## src/rtl/jtframe_neptuno_joyser.sv

```systemverilog
// rtl/jtframe_neptuno_joyser.sv - serial reader for two joysticks on a 74HC165 chain
//
// Scans a 16-bit 74HC165 chain once per frame: one parallel-load period,
// then 16 shift-clock pulses, then a single DONE clock. The DONE clock
// publishes both players through a two-frame agreement filter.
//
// Ports
//   clk        : system clock, rising edge
//   rst_n      : asynchronous active-low reset
//   joy_data   : serial data from the chain (asynchronous to clk)
//   joy_clk    : shift clock to the chain, chain shifts on its rising edge
//   joy_load   : parallel-load strobe to the chain, active-low
//   joy1, joy2 : {fire2, fire1, up, down, left, right}, active-low
//   frame_done : one-clk pulse when a frame has been scanned
module jtframe_neptuno_joyser #(
    parameter int unsigned DIV = 24     // clk cycles per joy_clk half-period, 4..255
) (
    input  logic       clk,
    input  logic       rst_n,
    input  logic       joy_data,
    output logic       joy_clk,
    output logic       joy_load,
    output logic [5:0] joy1,
    output logic [5:0] joy2,
    output logic       frame_done
);

    typedef enum logic [1:0] {LOAD, SHIFT_LO, SHIFT_HI, DONE} state_t;

    localparam logic [7:0] DIV_M1 = 8'(DIV - 1);

    state_t      state_q, state_d;
    logic [7:0]  presc_q, presc_d;
    logic [3:0]  idx_q, idx_d;
    logic [11:0] sr_q, sr_d;          // only the 12 used chain bits are kept
    logic [5:0]  prev1_q, prev1_d;
    logic [5:0]  prev2_q, prev2_d;
    logic [5:0]  joy1_q, joy1_d;
    logic [5:0]  joy2_q, joy2_d;
    logic [1:0]  sync_q;
    logic        joy_clk_q, joy_clk_d;
    logic        joy_load_q, joy_load_d;
    logic        frame_done_q, frame_done_d;

    logic        tick;
    logic        sr_used;
    logic [3:0]  sr_pos;

    // Chain order is up, down, left, right, fire1, fire2 per player.
    function automatic logic [5:0] to_joy(input logic [5:0] raw);
        return {raw[5], raw[4], raw[0], raw[1], raw[2], raw[3]};
    endfunction

    assign tick = (presc_q == DIV_M1);

    // Chain bits 6,7,14,15 are unused; bits 8..13 pack into positions 6..11.
    assign sr_used = (idx_q[2:0] < 3'd6);
    assign sr_pos  = idx_q[3] ? (4'd6 + {1'b0, idx_q[2:0]}) : {1'b0, idx_q[2:0]};

    always_comb begin
        state_d = state_q;
        idx_d   = idx_q;
        sr_d    = sr_q;
        prev1_d = prev1_q;
        prev2_d = prev2_q;
        joy1_d  = joy1_q;
        joy2_d  = joy2_q;
        // The prescaler is cleared in DONE so the LOAD period after it is a
        // full DIV clocks and every frame is 33*DIV+1 clocks long.
        presc_d = (state_q == DONE || tick) ? 8'd0 : presc_q + 8'd1;

        case (state_q)
            LOAD: begin
                if (tick) begin
                    idx_d   = 4'd0;
                    state_d = SHIFT_LO;
                end
            end
            SHIFT_LO: begin
                // Sampled at the end of the low half, well after the
                // previous rising edge has settled the chain output.
                if (tick) begin
                    if (sr_used) begin
                        sr_d[sr_pos] = sync_q[1];
                    end
                    state_d = SHIFT_HI;
                end
            end
            SHIFT_HI: begin
                if (tick) begin
                    if (idx_q == 4'd15) begin
                        state_d = DONE;
                    end else begin
                        idx_d   = idx_q + 4'd1;
                        state_d = SHIFT_LO;
                    end
                end
            end
            DONE: begin
                // A player only updates when two consecutive frames agree.
                prev1_d = sr_q[5:0];
                prev2_d = sr_q[11:6];
                if (sr_q[5:0] == prev1_q) begin
                    joy1_d = to_joy(sr_q[5:0]);
                end
                if (sr_q[11:6] == prev2_q) begin
                    joy2_d = to_joy(sr_q[11:6]);
                end
                state_d = LOAD;
            end
            default: state_d = LOAD;
        endcase
    end

    // Chain strobes are registered decodes of the current state, so each
    // level lasts exactly as long as its state and is glitch-free.
    always_comb begin
        joy_clk_d    = (state_q == SHIFT_HI);
        joy_load_d   = (state_q != LOAD);
        frame_done_d = (state_q == DONE);
    end

    always_ff @(posedge clk or negedge rst_n) begin
        if (!rst_n) begin
            state_q      <= LOAD;
            presc_q      <= 8'd0;
            idx_q        <= 4'd0;
            sr_q         <= 12'hFFF;
            prev1_q      <= 6'h3F;
            prev2_q      <= 6'h3F;
            joy1_q       <= 6'h3F;
            joy2_q       <= 6'h3F;
            sync_q       <= 2'b11;
            joy_clk_q    <= 1'b0;
            joy_load_q   <= 1'b1;
            frame_done_q <= 1'b0;
        end else begin
            state_q      <= state_d;
            presc_q      <= presc_d;
            idx_q        <= idx_d;
            sr_q         <= sr_d;
            prev1_q      <= prev1_d;
            prev2_q      <= prev2_d;
            joy1_q       <= joy1_d;
            joy2_q       <= joy2_d;
            sync_q       <= {sync_q[0], joy_data};
            joy_clk_q    <= joy_clk_d;
            joy_load_q   <= joy_load_d;
            frame_done_q <= frame_done_d;
        end
    end

    assign joy_clk    = joy_clk_q;
    assign joy_load   = joy_load_q;
    assign joy1       = joy1_q;
    assign joy2       = joy2_q;
    assign frame_done = frame_done_q;

endmodule

```

## config.mk

```make
export PLATFORM = sky130hd
export DESIGN_NAME = jtframe_neptuno_joyser
export DESIGN_NICKNAME = d
export VERILOG_FILES = /design/src/rtl/jtframe_neptuno_joyser.sv
export SDC_FILE = /design/constraint.sdc
export NUM_CORES = 1
export LEC_CHECK = 0
export BUFFER_PORTS_ARGS = -buffer_cell sky130_fd_sc_hd__buf_4
export CORE_MARGIN = 3
export CORE_UTILIZATION = 30
export DETAILED_ROUTE_END_ITERATION = 10
export SLEW_MARGIN = 25
export SYNTH_ARGS = -nofsm -noshare
export SYNTH_HDL_FRONTEND = slang
export SYNTH_SLANG_ARGS = --single-unit
```

## constraint.sdc

```tcl
create_clock -name clk -period 1.71 [get_ports clk]
set_input_delay 0.513 -clock clk [delete_from_list [all_inputs] [get_ports clk]]
set_output_delay 0.513 -clock clk [all_outputs]
set_load 0.05 [all_outputs]
```

==> results.md <==
Clocking:
- The tree is rooted in a sky130_fd_sc_hd__clkbuf_8.
- TritonCTS built the clock tree.
- After clock tree synthesis, the clock-pin slew on the worst setup and hold paths is 0.09 ns.
- The total clock buffers created by CTS is 5.
- The source-to-sink clock delay at the later pin of the worst-skew pair is 0.31 ns.
- The buffer depth of the longest clock path is 2.
- The total number of H-tree levels is 2.
- The clock drives 55 sinks.

Yosys:
- The largest family of logic cells by synthesized area is multiplexers.
- Counting flops with an async set or reset pin after synthesis yields a share of 1.00.
- The synthesized netlist net count is 196.
- The number of different library cells in the post-synthesis netlist is 36.
- Measured against the total synthesized area, the mux share comes to 0.168.
- The synthesis-stage register bit count is 55.
- Sorting the synthesized cells by area gives the leading types as sky130_fd_sc_hd__dfstp_2 (40%), sky130_fd_sc_hd__mux2_2 (16%), sky130_fd_sc_hd__dfrtp_1 (16%).
- The synthesized instance count is 189.
- The compound-cell area share of the yosys netlist was 0.0261.
- Of the post-synthesis cell area, the dominant cell type holds 0.404.
- The synthesized design contains 0 enable-type register cells.
- By count the netlist is led by sky130_fd_sc_hd__dfstp_2 (39), sky130_fd_sc_hd__mux2_2 (37), sky130_fd_sc_hd__dfrtp_1 (16).
- The most common cell in the synthesized netlist is sky130_fd_sc_hd__dfstp_2.
- The share of the Yosys chip area taken by registers is 0.561.
- Of the total synthesized cell area, the portion taken by AND, OR, NAND and NOR gates is 0.138.
- The mapped cell area is 2540 sq um.
- The most used flip-flop cell after synthesis is sky130_fd_sc_hd__dfstp_2.
- The synthesized-area fraction occupied by adder cells is 0.0197.
- A synthesized cell averages 13.4 sq um.
- The xor and xnor fraction of the mapped netlist area is 0.0690.
- The number of synthesis warnings is 0.
- The synthesized design spends more area on one cell type than any other, namely sky130_fd_sc_hd__dfstp_2.

STA:
- The count of endpoints failing hold in the final timing report was 0.
- The final critical path time including I/O delays and setup is 1.76 ns.
- Setup repair after global routing could not meet its margin everywhere.
- The worst pin sits at a relative slew slack of 0.791.
- Based on the critical path, the design can be clocked at up to 568 MHz.
- Clock skew on the completed layout was measured at 0.0109 ns.
- The fraction of the cycle the final worst path needs is 1.03.
- The number of pins with negative max-slew slack in the final report came to 0.
- The slew of the pin with the lowest slew margin is 0.310 ns.
- The worst-case setup margin in the final layout is -0.0516 ns.
- Setup violations remaining at the end of the flow were counted as 10.

Placement:
- At the placement stage, the worst setup path has a slack of -0.0592 ns.
- The total of buffers placed on input and output ports is 17.
- Routability-driven placement finished with a final weighted congestion of 0.809.
- The HPWL after detailed placement is 3130 microns.

Die:
- During I/O placement, the number of pins put on the boundary was 18.
- The chip height is 98.0 microns.
- The floorplan step defined a die boundary enclosing 9600 sq um.
- The starting density of the core is 0.319.
- After floorplanning, the core was divided into 32 placement rows.
- From left edge to right edge, the die measures 98.0 microns.
- The core footprint is 7970 sq um.

Final layout:
- The fraction of layout instances using a drive strength above 1 is 0.649.
- The final antenna diode count is 0.
- The utilization after layout is 0.401.
- The growth of design area from synthesis to finish is 26.0%.
- The net count of the finished layout is 245.

Routing:
- The final routed wirelength across all metal layers is 4260 microns.
- Once detail routing completed, the nets flagged for antenna violations numbered 0.
- After detailed routing, the number of remaining DRC violations is 0.
- The first detailed-routing pass ran for 3 iterations.
- The routed wirelength normalized by instance count is 12.5 microns.
- The detailed-route via count is 1557.
- After detailed routing, the number of vias per cell comes to 4.57.
- The number of violations reported at the end of detailed-routing iteration 0 is 69.

GRT:
- The leftover overflow at the end of global routing is 0.
- The pin count of the biggest net entering global routing is 36.
- For this run, the total global-route usage over all layers was measured as 0.0951.
- The initial antenna violation count is 0.
- The wire length of the first global-routing pass is 7420 microns.
- The number of global-route vias before repair is 1630.

Power and ir drop:
- The power density of the placed cells is 681 nW/um^2.
- Summed over all cells, the static leakage comes to 0.00139 uW.
- Across the VDD grid, the largest voltage drop is 0.401 mV.

Setup path:
- The signal on the critical path passes through ha_2 > nor3b_4 > nand3_4 > buf_6 > nor4_4 > mux2_4.
- The top fanout value on the critical path is 5.
- The required time of the worst setup path is 1.95 ns.
- At the worst endpoint, the arrival time is 2.00 ns.
- On the critical path, the stage with the largest delay is an instance of sky130_fd_sc_hd__dfrtp_1.
- The largest single stage delay on the critical path is 0.43 ns.
- The sort of element at the end of the critical path is a flop.
- The startpoint kind of the worst setup timing path is a flop.
- The setup path with the least slack is of type flop to flop.

Min path:
- The worst hold path class is primary input to async pin.

Status:
- The final reports fail on negative setup slack.
- The run finished, with violations left.

Job:
- The max-capacitance violation count is 0.
## layout make-up
cell class	count	area [sq um]
Fill cell	728	4770
Inverter	4	15.0
Timing Repair Buffer	47	373
Clock buffer	7	76.3
Tap cell	102	128
Sequential cell	55	1430
Clock inverter	1	30.0
Multi-Input combinational cell	125	1150
## power by group
| group | switching, uW | internal (uW) | total [uW] | leakage, uW |
|---|---|---|---|---|
| registers | 4.49 | 1310 | 1320 | 0.000612 |
| clock network | 387 | 438 | 825 | 0.0000524 |
| logic | 26.7 | 11.3 | 38.0 | 0.000726 |
| total | 418 | 1760 | 2180 | 0.00139 |
## repair_timing
item | 4_1_cts | 5_1_grt
cloned | 1 | 0
setup endpoints to repair | 11 | 27
pin swaps | 2 | 4
resized for setup | 13 | 7
buffers inserted | 1 | 4
hold buffers | 0 | 0
## stage by stage
stage,power (uW),cell area (sq um),hold slack (ns),setup TNS [ns],std cells
floorplan,1340,2540,0.217,0,189
global placement,1380,2960,0.347,-0.413,327
detailed placement,1380,2960,0.347,-0.336,327
CTS,2230,3140,0.0787,-0.215,337
global route,2300,3200,0.0792,-1.29,341
finish,2180,3200,0.0783,-0.196,341
## routing by layer
metal	share of wire	vias to the layer above	GRT usage
met1	0.47	772	0.122
met5	0	-	0
li1	-	765	-
met3	0.031	5	0.0271
met2	0.49	15	0.154
met4	0.011	0	0.0330
## final timing paths
kind                            from         end  slack (ns)  cells after the start
setup reg to reg            idx_q[2]     sr_q[0]       -0.05                      6
min in group clk            joy_data   sync_q[0]        0.31                      1
max in group asynchronous      rst_n  prev2_q[4]        1.08                      2
hold reg to reg            sync_q[0]   sync_q[1]        0.36                      0
hold / removal                 rst_n  presc_q[3]        0.08                      1
setup / recovery            idx_q[2]     sr_q[0]       -0.05                      6
## critical path: cells and delay by family, from the launching register on
family / cells / cell delay (ns)
simple gates: 3 / 0.57
flops: 1 / 0.43
mux: 1 / 0.32
fa+ha+maj: 1 / 0.21
buf+inv: 1 / 0.16
## state kept, by name (all words and copies together), names as in the netlist
name        count
state_q         2
joy_load        1
sr_q           12
joy_clk         1
frame_done      1
presc_q         8
joy2            6
idx_q           4
sync_q          2
prev1_q         6
prev2_q         6
joy1            6
## kinds of logic (layout without fill, tap and decap cells)
| family | count (synthesis) | count (layout) |
|---|---|---|
| buffers and inverters | 9 | 59 |
| multiplexers | 38 | 38 |
| XOR/XNOR | 20 | 20 |
| AND/OR/NAND/NOR | 53 | 53 |
| flip-flops | 55 | 55 |
| adder cells (fa/ha/maj) | 4 | 4 |
| AO/OA/AOI/OAI | 10 | 10 |
## placed cells by master (no fill, tap or decap), drive strengths merged, types with 2 or more instances in the layout
cell    count
nor2       10
xor2        9
nand2       8
nor4        6
nand3b      2
o21ai       2
nand2b      2
mux2       37
dfrtp      16
nand3       6
and3        3
nor3        8
buf        47
a21oi       3
nand4       3
dfstp      39
ha          4
xnor2      11
clkbuf      7
inv         4
nor3b       2
Note: power is estimated with default switching activity, not from simulation.
